File: src/rtl/serial_dispatch_4way_chip_if.sv
`default_nettype none
// ============================================================================
// Module      : serial_dispatch_4way_chip_if
// Description : Word-in / serial-out bundle for the 4-way demux feeder.
// Revision    : 1.0 - initial release
// ============================================================================
interface serial_dispatch_4way_chip_if #(
  parameter int WIDTH = 8
);
  logic             in_valid;
  logic             in_ready;
  logic [WIDTH-1:0] in_data;
  logic [1:0]       in_chan;
  logic             out_bit;
  logic [1:0]       out_sel;
  logic             out_valid;
  logic             busy;

  modport master (
    output in_valid, in_data, in_chan,
    input  in_ready, out_bit, out_sel, out_valid, busy
  );

  modport slave (
    input  in_valid, in_data, in_chan,
    output in_ready, out_bit, out_sel, out_valid, busy
  );
endinterface
`default_nettype wire

File: src/rtl/serial_dispatch_4way_chip.sv
`default_nettype none
// ============================================================================
// Module      : serial_dispatch_4way_chip
// Description : FIFO-buffered LSB-first serializer feeding a 4-way 1-bit demux.
//               Define DISPATCH_PARITY_EN to append an even-parity bit per word.
// Revision    : 1.0 - initial release
// ============================================================================
module serial_dispatch_4way_chip #(
  parameter int WIDTH = 8,
  parameter int DEPTH = 2
) (
  input  wire logic                  clk,
  input  wire logic                  rst_n,
  serial_dispatch_4way_chip_if.slave bus
);
  localparam int AW = $clog2(DEPTH);
  localparam int PW = AW + 1;
  localparam int CW = $clog2(WIDTH);

  typedef enum logic [1:0] {
    S_IDLE   = 2'd0,
    S_SHIFT  = 2'd1
`ifdef DISPATCH_PARITY_EN
    ,S_PARITY = 2'd2
`endif
  } state_t;

  state_t             r_state;
  state_t             w_next;
  logic [WIDTH+1:0]   r_mem [DEPTH];
  logic [PW-1:0]      r_wr_ptr;
  logic [PW-1:0]      r_rd_ptr;
  logic [PW-1:0]      w_count;
  logic               w_empty;
  logic               w_full;
  logic               w_push;
  logic               w_pop;
  logic               w_last;
  logic [WIDTH+1:0]   w_head;
  logic [WIDTH-1:0]   r_shift;
  logic [1:0]         r_sel;
  logic [CW-1:0]      r_cnt;
`ifdef DISPATCH_PARITY_EN
  logic               r_par;
`endif

  // Pointers carry one extra wrap bit so full and empty are distinguishable.
  assign w_count = r_wr_ptr - r_rd_ptr;
  assign w_empty = (w_count == '0);
  assign w_full  = (w_count == PW'(DEPTH));
  assign w_push  = bus.in_valid && !w_full;
  assign w_head  = r_mem[r_rd_ptr[AW-1:0]];
  assign w_last  = (r_cnt == CW'(WIDTH - 1));

  always_comb begin
    w_next = r_state;
    w_pop  = 1'b0;
    case (r_state)
      S_IDLE: begin
        if (!w_empty) begin
          w_pop  = 1'b1;
          w_next = S_SHIFT;
        end
      end
      S_SHIFT: begin
        if (w_last) begin
`ifdef DISPATCH_PARITY_EN
          w_next = S_PARITY;
`else
          if (!w_empty) begin
            w_pop = 1'b1;
          end else begin
            w_next = S_IDLE;
          end
`endif
        end
      end
`ifdef DISPATCH_PARITY_EN
      S_PARITY: begin
        if (!w_empty) begin
          w_pop  = 1'b1;
          w_next = S_SHIFT;
        end else begin
          w_next = S_IDLE;
        end
      end
`endif
      default: w_next = S_IDLE;
    endcase
  end

  always_comb begin
    bus.in_ready  = !w_full;
    bus.busy      = (r_state != S_IDLE) || !w_empty;
    bus.out_valid = (r_state != S_IDLE);
    bus.out_sel   = (r_state != S_IDLE) ? r_sel : 2'b00;
    bus.out_bit   = 1'b0;
    case (r_state)
      S_SHIFT:    bus.out_bit = r_shift[0];
`ifdef DISPATCH_PARITY_EN
      S_PARITY:   bus.out_bit = r_par;
`endif
      default:    bus.out_bit = 1'b0;
    endcase
  end

  always_ff @(posedge clk) begin
    if (w_push) begin
      r_mem[r_wr_ptr[AW-1:0]] <= {bus.in_chan, bus.in_data};
    end
  end

  always_ff @(posedge clk or negedge rst_n) begin
    if (!rst_n) begin
      r_state  <= S_IDLE;
      r_wr_ptr <= '0;
      r_rd_ptr <= '0;
      r_shift  <= '0;
      r_sel    <= 2'b00;
      r_cnt    <= '0;
`ifdef DISPATCH_PARITY_EN
      r_par    <= 1'b0;
`endif
    end else begin
      r_state <= w_next;
      if (w_push) begin
        r_wr_ptr <= r_wr_ptr + PW'(1);
      end
      if (w_pop) begin
        r_rd_ptr <= r_rd_ptr + PW'(1);
        r_shift  <= w_head[WIDTH-1:0];
        r_sel    <= w_head[WIDTH+1:WIDTH];
        r_cnt    <= '0;
`ifdef DISPATCH_PARITY_EN
        r_par    <= ^w_head[WIDTH-1:0];
`endif
      end else if (r_state == S_SHIFT) begin
        r_shift <= r_shift >> 1;
        r_cnt   <= r_cnt + CW'(1);
      end
    end
  end
endmodule
`default_nettype wire

File: src/flat_wrapper.sv
// flat-port wrapper written by rule: the top's interface ports become plain ports
module serial_dispatch_4way_chip_flat 
#(
  parameter int WIDTH = 8,
  parameter int DEPTH = 2
)
  (clk, rst_n, bus_in_valid, bus_in_data, bus_in_chan, bus_in_ready, bus_out_bit, bus_out_sel, bus_out_valid, bus_busy);
  serial_dispatch_4way_chip_if #(.WIDTH(WIDTH)) bus_i ();
  input  wire logic clk;
  input  wire logic rst_n;
  input wire logic [$bits(bus_i.in_valid)-1:0] bus_in_valid;
  input wire logic [$bits(bus_i.in_data)-1:0] bus_in_data;
  input wire logic [$bits(bus_i.in_chan)-1:0] bus_in_chan;
  output wire logic [$bits(bus_i.in_ready)-1:0] bus_in_ready;
  output wire logic [$bits(bus_i.out_bit)-1:0] bus_out_bit;
  output wire logic [$bits(bus_i.out_sel)-1:0] bus_out_sel;
  output wire logic [$bits(bus_i.out_valid)-1:0] bus_out_valid;
  output wire logic [$bits(bus_i.busy)-1:0] bus_busy;
  assign bus_i.in_valid = bus_in_valid;
  assign bus_i.in_data = bus_in_data;
  assign bus_i.in_chan = bus_in_chan;
  assign bus_in_ready = bus_i.in_ready;
  assign bus_out_bit = bus_i.out_bit;
  assign bus_out_sel = bus_i.out_sel;
  assign bus_out_valid = bus_i.out_valid;
  assign bus_busy = bus_i.busy;
  serial_dispatch_4way_chip #(.WIDTH(WIDTH), .DEPTH(DEPTH)) u_core (.clk(clk), .rst_n(rst_n), .bus(bus_i));
endmodule
File: config.mk
export PLATFORM = sky130hd
export DESIGN_NAME = serial_dispatch_4way_chip_flat
export DESIGN_NICKNAME = d
export VERILOG_FILES = /design/src/rtl/serial_dispatch_4way_chip_if.sv /design/src/rtl/serial_dispatch_4way_chip.sv /design/src/flat_wrapper.sv
export SDC_FILE = /design/constraint.sdc
export NUM_CORES = 1
export LEC_CHECK = 0
export ABC_AREA = 1
export BUFFER_PORTS_ARGS = -buffer_cell sky130_fd_sc_hd__buf_4
export CAP_MARGIN = 20
export CORE_MARGIN = 8
export CORE_UTILIZATION = 40
export CTS_BUF_LIST = sky130_fd_sc_hd__clkbuf_8
export CTS_CLUSTER_SIZE = 16
export DETAILED_ROUTE_END_ITERATION = 8
export PLACE_DENSITY = 0.7
export SLEW_MARGIN = 20
export SYNTH_ARGS = -nofsm -noshare
export SYNTH_HDL_FRONTEND = slang
export SYNTH_SLANG_ARGS = --single-unit
File: constraint.sdc
create_clock -name clk -period 4.1 [get_ports clk]
set_input_delay 0.82 -clock clk [delete_from_list [all_inputs] [get_ports clk]]
set_output_delay 0.82 -clock clk [all_outputs]
set_load 0.02 [all_outputs]
==> reports/summary.txt, run 1 <==
status - complete, no violations
Skew-Pair Late Insertion Delay - 0.29 ns
starting density of the core - 42.00%
f_max - 297.5 MHz
number of diodes - 0
dpl hpwl - 2075 µm
CP Data Required Time - 3.28 ns
largest net degree at the start of global routing - 21
critical path endpoint category - output pin
crit path kind - reg2out
LEAKAGE - 0.9319 nW
Setup Fix Bufs, Post-CTS - 0
routed wire length - 2803 µm
Worst slew margin - 40.31%
cts bufs inserted - 5
number of global-route vias before repair - 1069
Clock Tree Root - clkbuf_8
maxcap violations - 0
crit path DAT - 2.54 ns
worst setup path startpoint - u_core.r_rd_ptr[0]
met1 Use GR - 11.59%
row cnt - 23
first-pass GRT wire length - 4657 µm
grt peak-use layer - met2
iteration-0 DRC count of the detailed router - 66
Core Region - 4058 µm²
Detail Route Antenna Nets - 0
layout cells sized above 1 - 17.74%
Syn Area/Cell - 10.27 µm²
I/O pins - 19
syn_nets - 182
sequential share of the synthesized area - 61.67%
clock skew - 0.005570 ns
Synth Warn # - 0
startpoint types - register
cells after synthesis - 166
synthesized area - 1704 µm²
port buffer count - 18
die width - 81.27 µm
register-to-register setup slack - 1.64 ns
#FFs+latches synth - 38
GR Util All Layers - 9.440%
1st-pass router iterations - 4
RR Startpoint - u_core.r_rd_ptr[0]
CTS Hold Bufs - 0
gpl congestion - 0.7292
RSZ-0062 raised after global routing - false
Vias - 1086
drt via density - 4.602
chip height - 81.27 µm
CTS tree - done
CTS Sinks - 38
# DRC - 0
Area Growth Syn to Fin - 15.35%
M2 GR Usage - 14.16%
Final Hold Vio Count - 0
RR Endpoint - u_core.r_mem[1][2]
Bufs on Longest Clock Path - 2
initial antenna violation count - 0
R2R cell count - 6
gr ovfl total - 0
Pins Over Slew Limit - 0
die area - 6605 µm²
Hold Crit Class - in2async
WL/cell - 11.88 µm
worst vdd ir - 321.0 µV
post-cts sizing count - 0
clk slew on worst S/H paths - 0.08 ns
# nets final - 201
Cell variety after synth - 26
crit path time final - 3.361 ns
PD cells - 741.2 nW/µm²
CP max FO - 20
crit path to - bus_busy
Tcrit/Tclk final - 81.98%
Power, Total - 1.457 mW
final setup fails - 0
H-tree levels - 2
routing usage on met3 - 3.532%
setup TNS - 0 ns
Tightest Pin Transition - 0.8920 ns
fill cell count - 372
-- placed cells by master (no fill, tap or decap) --
| cell | instances |
|---|---|
| o21ai_0 | 9 |
| edfxtp_1 | 20 |
| clkbuf_8 | 5 |
| xor2_2 | 1 |
| or2_0 | 1 |
| nand3_1 | 18 |
| o21ai_1 | 2 |
| mux2i_1 | 2 |
| nand2_8 | 1 |
| clkinvlp_4 | 2 |
| ha_1 | 3 |
| o21a_1 | 1 |
| nand3_2 | 1 |
| nand2_4 | 1 |
| o22ai_1 | 1 |
| nand4_1 | 1 |
| buf_4 | 18 |
| nand2_1 | 46 |
| a21oi_1 | 1 |
| xnor2_1 | 1 |
| nor2_1 | 5 |
| bufinv_16 | 1 |
| dfrtp_1 | 18 |
| o21ai_2 | 2 |
| inv_1 | 24 |
| inv_2 | 1 |
-- layout make-up --
cell class	instances	area [µm²]	share of cell area, %
repair buffers	18	135.1	6.875
flip-flops and latches	38	1051	53.47
well taps	50	62.56	3.183
inverters	25	93.84	4.774
multi-input cells	97	509.2	25.91
clock inverters	3	45.04	2.292
clock buffers	5	68.82	3.501
-- metal layers --
| metal | routed length [µm] | vias to the layer above | share of wire, % |
|---|---|---|---|
| met4 | 42 | 0 | 1.5 |
| met5 | 0 | - | 0 |
| met2 | 1331 | 18 | 47 |
| li1 | - | 569 | - |
| met1 | 1305 | 494 | 47 |
| met3 | 123 | 5 | 4.4 |
-- through the flow --
stage	std cells	area, µm²	worst slack (ns)	hold WS [ns]	utilization [%]
3_3_place_gp	228	1852	1.141	0.4636	45.64
5_1_grt	236	1966	0.5008	0.3911	48.44
4_1_cts	236	1966	0.7057	0.3788	48.44
6_report	236	1966	0.7387	0.3833	48.44
3_5_place_dp	228	1852	1.042	0.4668	45.64
2_1_floorplan	166	1704	1.890	0.4459	-
-- cell families (layout without fill, tap and decap cells) --
kind of cell | after synthesis | count (layout) | synth area share [%]
AO/OA/AOI/OAI | 16 | 16 | 5.360
XOR/XNOR | 2 | 2 | 1.469
adder cells (fa/ha/maj) | 3 | 3 | 2.203
buffers and inverters | 31 | 51 | 8.443
flip-flops | 38 | 38 | 61.67
multiplexers | 2 | 2 | 1.175
AND/OR/NAND/NOR | 74 | 74 | 19.68
-- Yosys cell counts --
cell      instances  share of area (%)
or2_0             1               0.37
nand2_8           1                1.2
nand3_2           1               0.59
o21a_1            1               0.44
dfrtp_1          18                 26
buf_12            1                1.2
xnor2_1           1               0.51
nand2_1          46                 10
nand3_1          18                5.3
inv_1            24                5.3
buf_6             1               0.66
xor2_2            1               0.95
nand4_1           1               0.37
o21ai_2           2                1.0
o21ai_1           2               0.59
inv_2             1               0.22
mux2i_1           2                1.2
nor2_1            5                1.1
o21ai_0           9                2.6
clkbuf_1          1               0.22
ha_1              3                2.2
a21oi_1           1               0.29
buf_2             3               0.88
o22ai_1           1               0.37
edfxtp_1         20                 35
nand2_4           1               0.66
-- worst max-delay path, cell delays in order, from the launching register on --
cell,delay (ns)
dfrtp_1,0.70
inv_1,0.24
nand2_1,0.11
nand2_1,0.10
nand2_4,0.16
inv_1,0.06
ha_1,0.31
inv_1,0.36
buf_4,0.22
-- power by group --
group          internal [mW]  switching [mW]  total, mW
clock                  0.181           0.130      0.311
combinational          0.192           0.319      0.511
sequential             0.548          0.0861      0.635
-- flip-flops by register name (all words and copies together), names as in the netlist --
name,count
u_core.r_mem,20
u_core.r_shift,8
u_core.r_cnt,3
u_core.r_rd_ptr,2
u_core.r_sel,2
u_core.r_wr_ptr,2
u_core.r_state,1
-- worst min-delay path by stage --
stage                    endpoint  cells after the start  slack (ns)
5_1_grt        u_core.r_rd_ptr[0]                      1        0.39
3_3_place_gp    u_core.r_shift[5]                      2        0.46
4_1_cts        u_core.r_rd_ptr[0]                      1        0.38
3_5_place_dp    u_core.r_shift[0]                      2        0.47
6_report       u_core.r_wr_ptr[1]                      1        0.38
2_1_floorplan   u_core.r_shift[1]                      2        0.45
(Power assumes the default switching activity.)
==> run 2: changes to the inputs <==
==> constraint.sdc (replaced) <==
create_clock -name clk -period 3.3 [get_ports clk]
set_input_delay 0.66 -clock clk [delete_from_list [all_inputs] [get_ports clk]]
set_output_delay 0.66 -clock clk [all_outputs]
set_load 0.02 [all_outputs]
==> reports/summary.txt, run 2 (synthesized netlist as in run 1, its figures left out) <==
CTS Sinks - 38 (unchanged)
GR Util All Layers - 9.460% (+0.021 points)
# nets final - 204 (+1.5%)
Setup Fix Bufs, Post-CTS - 0 (unchanged)
Bufs on Longest Clock Path - 2 (unchanged)
die area - 6605 µm² (unchanged)
LEAKAGE - 0.9531 nW (+2.3%)
largest net degree at the start of global routing - 21 (unchanged)
Min Hold Slack - 0.2292 ns (-0.1541 ns)
Worst slew margin - 55.67% (+15 points)
Met3 Wirelength - 157 µm (+28%)
die width - 81.27 µm (unchanged)
worst setup path startpoint - u_core.r_rd_ptr[0]
# DRC - 0 (unchanged)
Vias - 1121 (+3.2%)
Area Growth Syn to Fin - 16.23%
commonest non-fill, non-tap cell in the layout - nand2_1
WL/cell - 11.67 µm (-1.7%)
Tcrit/Tclk final - 86.59%
CP max FO - 20 (unchanged)
I/O pins - 19 (unchanged)
register-to-register setup slack - 1.11 ns (-0.53 ns)
number of global-route vias before repair - 1079 (+0.94%)
1st-pass router iterations - 4 (unchanged)
Core Util, Final - 48.81% (+0.37 points)
crit path DAT - 2.20 ns (-0.34 ns)
Detail Route Antenna Nets - 0 (unchanged)
dpl hpwl - 2047 µm (-1.4%)
clock skew - 0.003247 ns (-0.002323 ns)
row cnt - 23 (unchanged)
Skew-Pair Late Insertion Delay - 0.28 ns (about the same)
number of diodes - 0 (unchanged)
most frequent cells in the layout - 46 x nand2_1, 25 x inv_1, 21 x buf_4, 20 x edfxtp_1
H-tree levels - 2 (unchanged)
Core Region - 4058 µm² (unchanged)
Power, Total - 1.808 mW (+24%)
gpl congestion - 0.7401 (+1.5%)
port buffer count - 18 (unchanged)
initial antenna violation count - 0 (unchanged)
f_max - 350.0 MHz
first-pass GRT wire length - 4747 µm (+1.9%)
maxcap violations - 0 (unchanged)
layout cells sized above 1 - 17.99% (+0.25 points)
RR Endpoint - u_core.r_cnt[2]
final setup fails - 0 (unchanged)
CTS Hold Bufs - 0 (unchanged)
CTS tree - done
CP Data Required Time - 2.64 ns (-0.64 ns)
PD cells - 912.7 nW/µm² (+23%)
RSZ-0062 raised after global routing - false
highest routed layer - met4
post-cts sizing count - 0 (unchanged)
R2R cell count - 10 (+4)
critical path endpoint category - output pin
cts bufs inserted - 5 (unchanged)
pre-CTS setup slack - 0.7405 ns (-0.3015 ns)
chip height - 81.27 µm (unchanged)
worst vdd ir - 390.1 µV (+22%)
crit path time final - 2.857 ns
gr ovfl total - 0 (unchanged)
starting density of the core - 42.00% (unchanged)
slack of the critical path - 0.4427 ns (-0.2961 ns)
max reg flops - 20 (unchanged)
routed wire length - 2789 µm (-0.50%)
Clock Tree Root - clkbuf_8
iteration-0 DRC count of the detailed router - 121 (+83%)
drt via density - 4.690 (+1.9%)
setup TNS - 0 ns (unchanged)
Pins Over Slew Limit - 0 (unchanged)
status - complete, no violations
wire length on met2 - 1249 µm (-6.2%)
RR Startpoint - u_core.r_rd_ptr[0]
clk slew on worst S/H paths - 0.07 ns (about the same)
Metal-1 WL - 1332 µm (+2.1%)
Final Hold Vio Count - 0 (unchanged)
crit path kind - reg2out
startpoint types - register
Tightest Pin Transition - 0.6650 ns (-0.2271 ns)
Hold Crit Class - in2async
run 2: power by group:
group,switching [mW],internal [mW]
registers,0.107,0.680
logic,0.396,0.253
clock network,0.152,0.220
run 2: critical path: stages, from the launching register on:
cell and delay (ns):
dfrtp_1 0.68, inv_1 0.23, nand2_1 0.10, nand2_1 0.10, nand2_4 0.16, inv_1 0.06, ha_1 0.31, inv_1 0.12
buf_4 0.15
run 2: area by class of cell:
class                      count  area, µm²
timing repair buffer          21      157.7
tap                           50      62.56
inverter                      25      93.84
clock buffer                   5      68.82
multi-input combinational     97      509.2
sequential                    38       1051
clock inverter                 3      37.54
fill                         376       2077
run 2: through the flow:
step | cell area, µm² | cells
CTS | 1981 | 239
global placement | 1874 | 231
detailed placement | 1874 | 231
floorplan | 1704 | 166
finish | 1981 | 239
global route | 1981 | 239
run 2: worst max-delay path by stage:
stage / cells past startpoint / to
6_report: 8 / bus_busy
4_1_cts: 8 / bus_busy
3_5_place_dp: 8 / bus_busy
5_1_grt: 8 / bus_busy
2_1_floorplan: 8 / bus_busy
3_3_place_gp: 8 / bus_busy
run 2: per-layer routing:
metal  track usage [%]  vias to the layer above
met3             3.422                        8
met1             11.85                      504
li1                  -                      574
met2             14.24                       35
met5                 0                        -
met4             4.286                        0
==> run 3: changes to the inputs <==
==> constraint.sdc (replaced) <==
create_clock -name clk -period 3.3 [get_ports clk]
set_input_delay 0.165 -clock clk [delete_from_list [all_inputs] [get_ports clk]]
set_output_delay 0.165 -clock clk [all_outputs]
set_load 0.02 [all_outputs]
==> reports/summary.txt, run 3 (synthesized netlist as in run 1, its figures left out) <==
status - complete, no violations
CP Data Required Time - 3.13 ns (+0.49 ns)
min-delay src - bus_in_data[6]
routed wire length - 2695 µm (-3.4%)
port buffer count - 18 (unchanged)
CP max FO - 20 (unchanged)
# nets final - 203 (-0.49%)
crit path kind - reg2out
PD cells - 883.6 nW/µm² (-3.2%)
startpoint types - register
die width - 81.27 µm (unchanged)
drt via density - 4.487 (-4.3%)
RR Endpoint - u_core.r_mem[0][0]
iteration-0 DRC count of the detailed router - 66 (-45%)
H-tree levels - 2 (unchanged)
Tightest Pin Transition - 0.8160 ns (+0.1510 ns)
gpl congestion - 0.7787 (+5.2%)
critical path endpoint category - output pin
chip height - 81.27 µm (unchanged)
Worst slew margin - 45.40% (-10 points)
worst vdd ir - 387.1 µV (-0.76%)
clk slew on worst S/H paths - 0.07 ns (about the same)
crit path time final - 2.675 ns (-0.1828 ns)
Vias - 1068 (-4.7%)
gr ovfl total - 0 (unchanged)
Final Hold Vio Count - 0 (unchanged)
setup TNS - 0 ns (unchanged)
Tcrit/Tclk final - 81.05% (-5.5 points)
RR Startpoint - u_core.r_rd_ptr[0]
LEAKAGE - 0.9324 nW (-2.2%)
max reg flops - 20 (unchanged)
f_max - 373.9 MHz (+6.8%)
Bufs on Longest Clock Path - 2 (unchanged)
Detail Route Antenna Nets - 0 (unchanged)
number of diodes - 0 (unchanged)
cts bufs inserted - 5 (unchanged)
fill cell count - 378 (+0.53%)
crit path DAT - 2.51 ns (+0.31 ns)
die area - 6605 µm² (unchanged)
RSZ-0062 raised after global routing - false
Skew-Pair Late Insertion Delay - 0.29 ns (about the same)
starting density of the core - 42.00% (unchanged)
GR Util All Layers - 9.800% (+0.34 points)
WHS Endpoint - u_core.r_mem[0][6]
most used cell, CP - inv_1
row cnt - 23 (unchanged)
Crit path max-delay family - buffers and inverters
commonest non-fill, non-tap cell in the layout - nand2_1
I/O pins - 19 (unchanged)
CP max-delay cell - dfrtp_1
largest stage delay on the critical path - 0.67 ns (about the same)
R2R cell count - 6 (-4)
final setup fails - 0 (unchanged)
first-pass GRT wire length - 4830 µm (+1.7%)
Area Growth Syn to Fin - 14.68%
register-to-register setup slack - 0.97 ns (-0.14 ns)
number of global-route vias before repair - 1063 (-1.5%)
WHS Path Cells - 1
# DRC - 0 (unchanged)
CP cell instances - inv_1 > nand2_1 > nand2_1 > nand2_4 > inv_1 > ha_1 > inv_1 > buf_4
Clock Tree Root - clkbuf_8
WL/cell - 11.32 µm (-3.0%)
Min Hold Slack - 0.05474 ns (-0.1744 ns)
CTS tree - done
Hold Crit Class - in2reg
1st-pass router iterations - 4 (unchanged)
Pins Over Slew Limit - 0 (unchanged)
most frequent cells in the layout - 46 x nand2_1, 24 x inv_1, 20 x edfxtp_1, 19 x buf_4
Core Region - 4058 µm² (unchanged)
maxcap violations - 0 (unchanged)
CTS Sinks - 38 (unchanged)
largest net degree at the start of global routing - 21 (unchanged)
initial antenna violation count - 0 (unchanged)
dpl hpwl - 1911 µm (-6.6%)
clock skew - 0.007099 ns (+0.003852 ns)
layout cells sized above 1 - 17.55% (-0.44 points)
CP Buf/Inv Count - 4 (unchanged)
## run 3: cell count changes in the layout (fill, tap and decap cells not counted), sizes merged
cell / change
buf: -2
bufinv: -1
clkinv: +1
clkinvlp: +1
dlygate4sd3: +1
inv: -1
## run 3: worst register-to-register path, stage by stage (launching register included)
cell and delay [ns]:
dfrtp_1 0.67, inv_1 0.23, nand2_1 0.10, nand2_1 0.10, nand3_1 0.12, nand2_1 0.11, nor2_1 0.64
## run 3: final cells by class
type	count	area [µm²]	share of cell area, %
clock buffer	5	68.82	3.521
sequential	38	1051	53.78
clock inverter	3	16.27	0.8323
multi-input combinational	97	509.2	26.06
timing repair buffer	20	152.6	7.810
tap	50	62.56	3.201
inverter	25	93.84	4.802
## run 3: timing repair
item                                    4_1_cts  5_1_grt
hold endpoints to repair                     18        0
resized for setup                             0        0
setup buffers                                 0        0
hold buffers                                  1        0
endpoints found under the setup margin        0        0
## run 3: metrics by stage
| step | cells | power [mW] | worst slack, ns | cell area (µm²) | util, % |
|---|---|---|---|---|---|
| floorplan | 166 | 1.301 | 1.395 | 1704 | - |
| global placement | 229 | 1.435 | 0.9896 | 1859 | 45.82 |
| detailed placement | 229 | 1.446 | 0.9192 | 1859 | 45.82 |
| CTS | 238 | 1.751 | 0.5893 | 1954 | 48.17 |
| global route | 238 | 1.894 | 0.3593 | 1954 | 48.17 |
| finish | 238 | 1.727 | 0.6254 | 1954 | 48.17 |
## run 3: routing by layer
| metal | track usage (%) | share of wire [%] |
|---|---|---|
| met2 | 13.44 | 41 |
| met3 | 5.077 | 5.0 |
| met5 | 0 | 0 |
| met4 | 4.821 | 2.0 |
| met1 | 12.32 | 52 |
## run 3: worst max path at each step
stage / start / endpoint / cells past startpoint
6_report: u_core.r_rd_ptr[0] / bus_busy / 8
3_3_place_gp: u_core.r_rd_ptr[0] / bus_busy / 8
4_1_cts: u_core.r_rd_ptr[0] / bus_busy / 8
5_1_grt: u_core.r_rd_ptr[0] / bus_busy / 8
2_1_floorplan: u_core.r_rd_ptr[0] / u_core.r_mem[1][0] / 6
3_5_place_dp: u_core.r_rd_ptr[0] / bus_busy / 8
## run 3: power breakdown
| part | internal (mW) | switching, mW |
|---|---|---|
| clock | 0.144 | 0.156 |
| sequential | 0.681 | 0.104 |
| combinational | 0.246 | 0.396 |
| total | 1.07 | 0.655 |
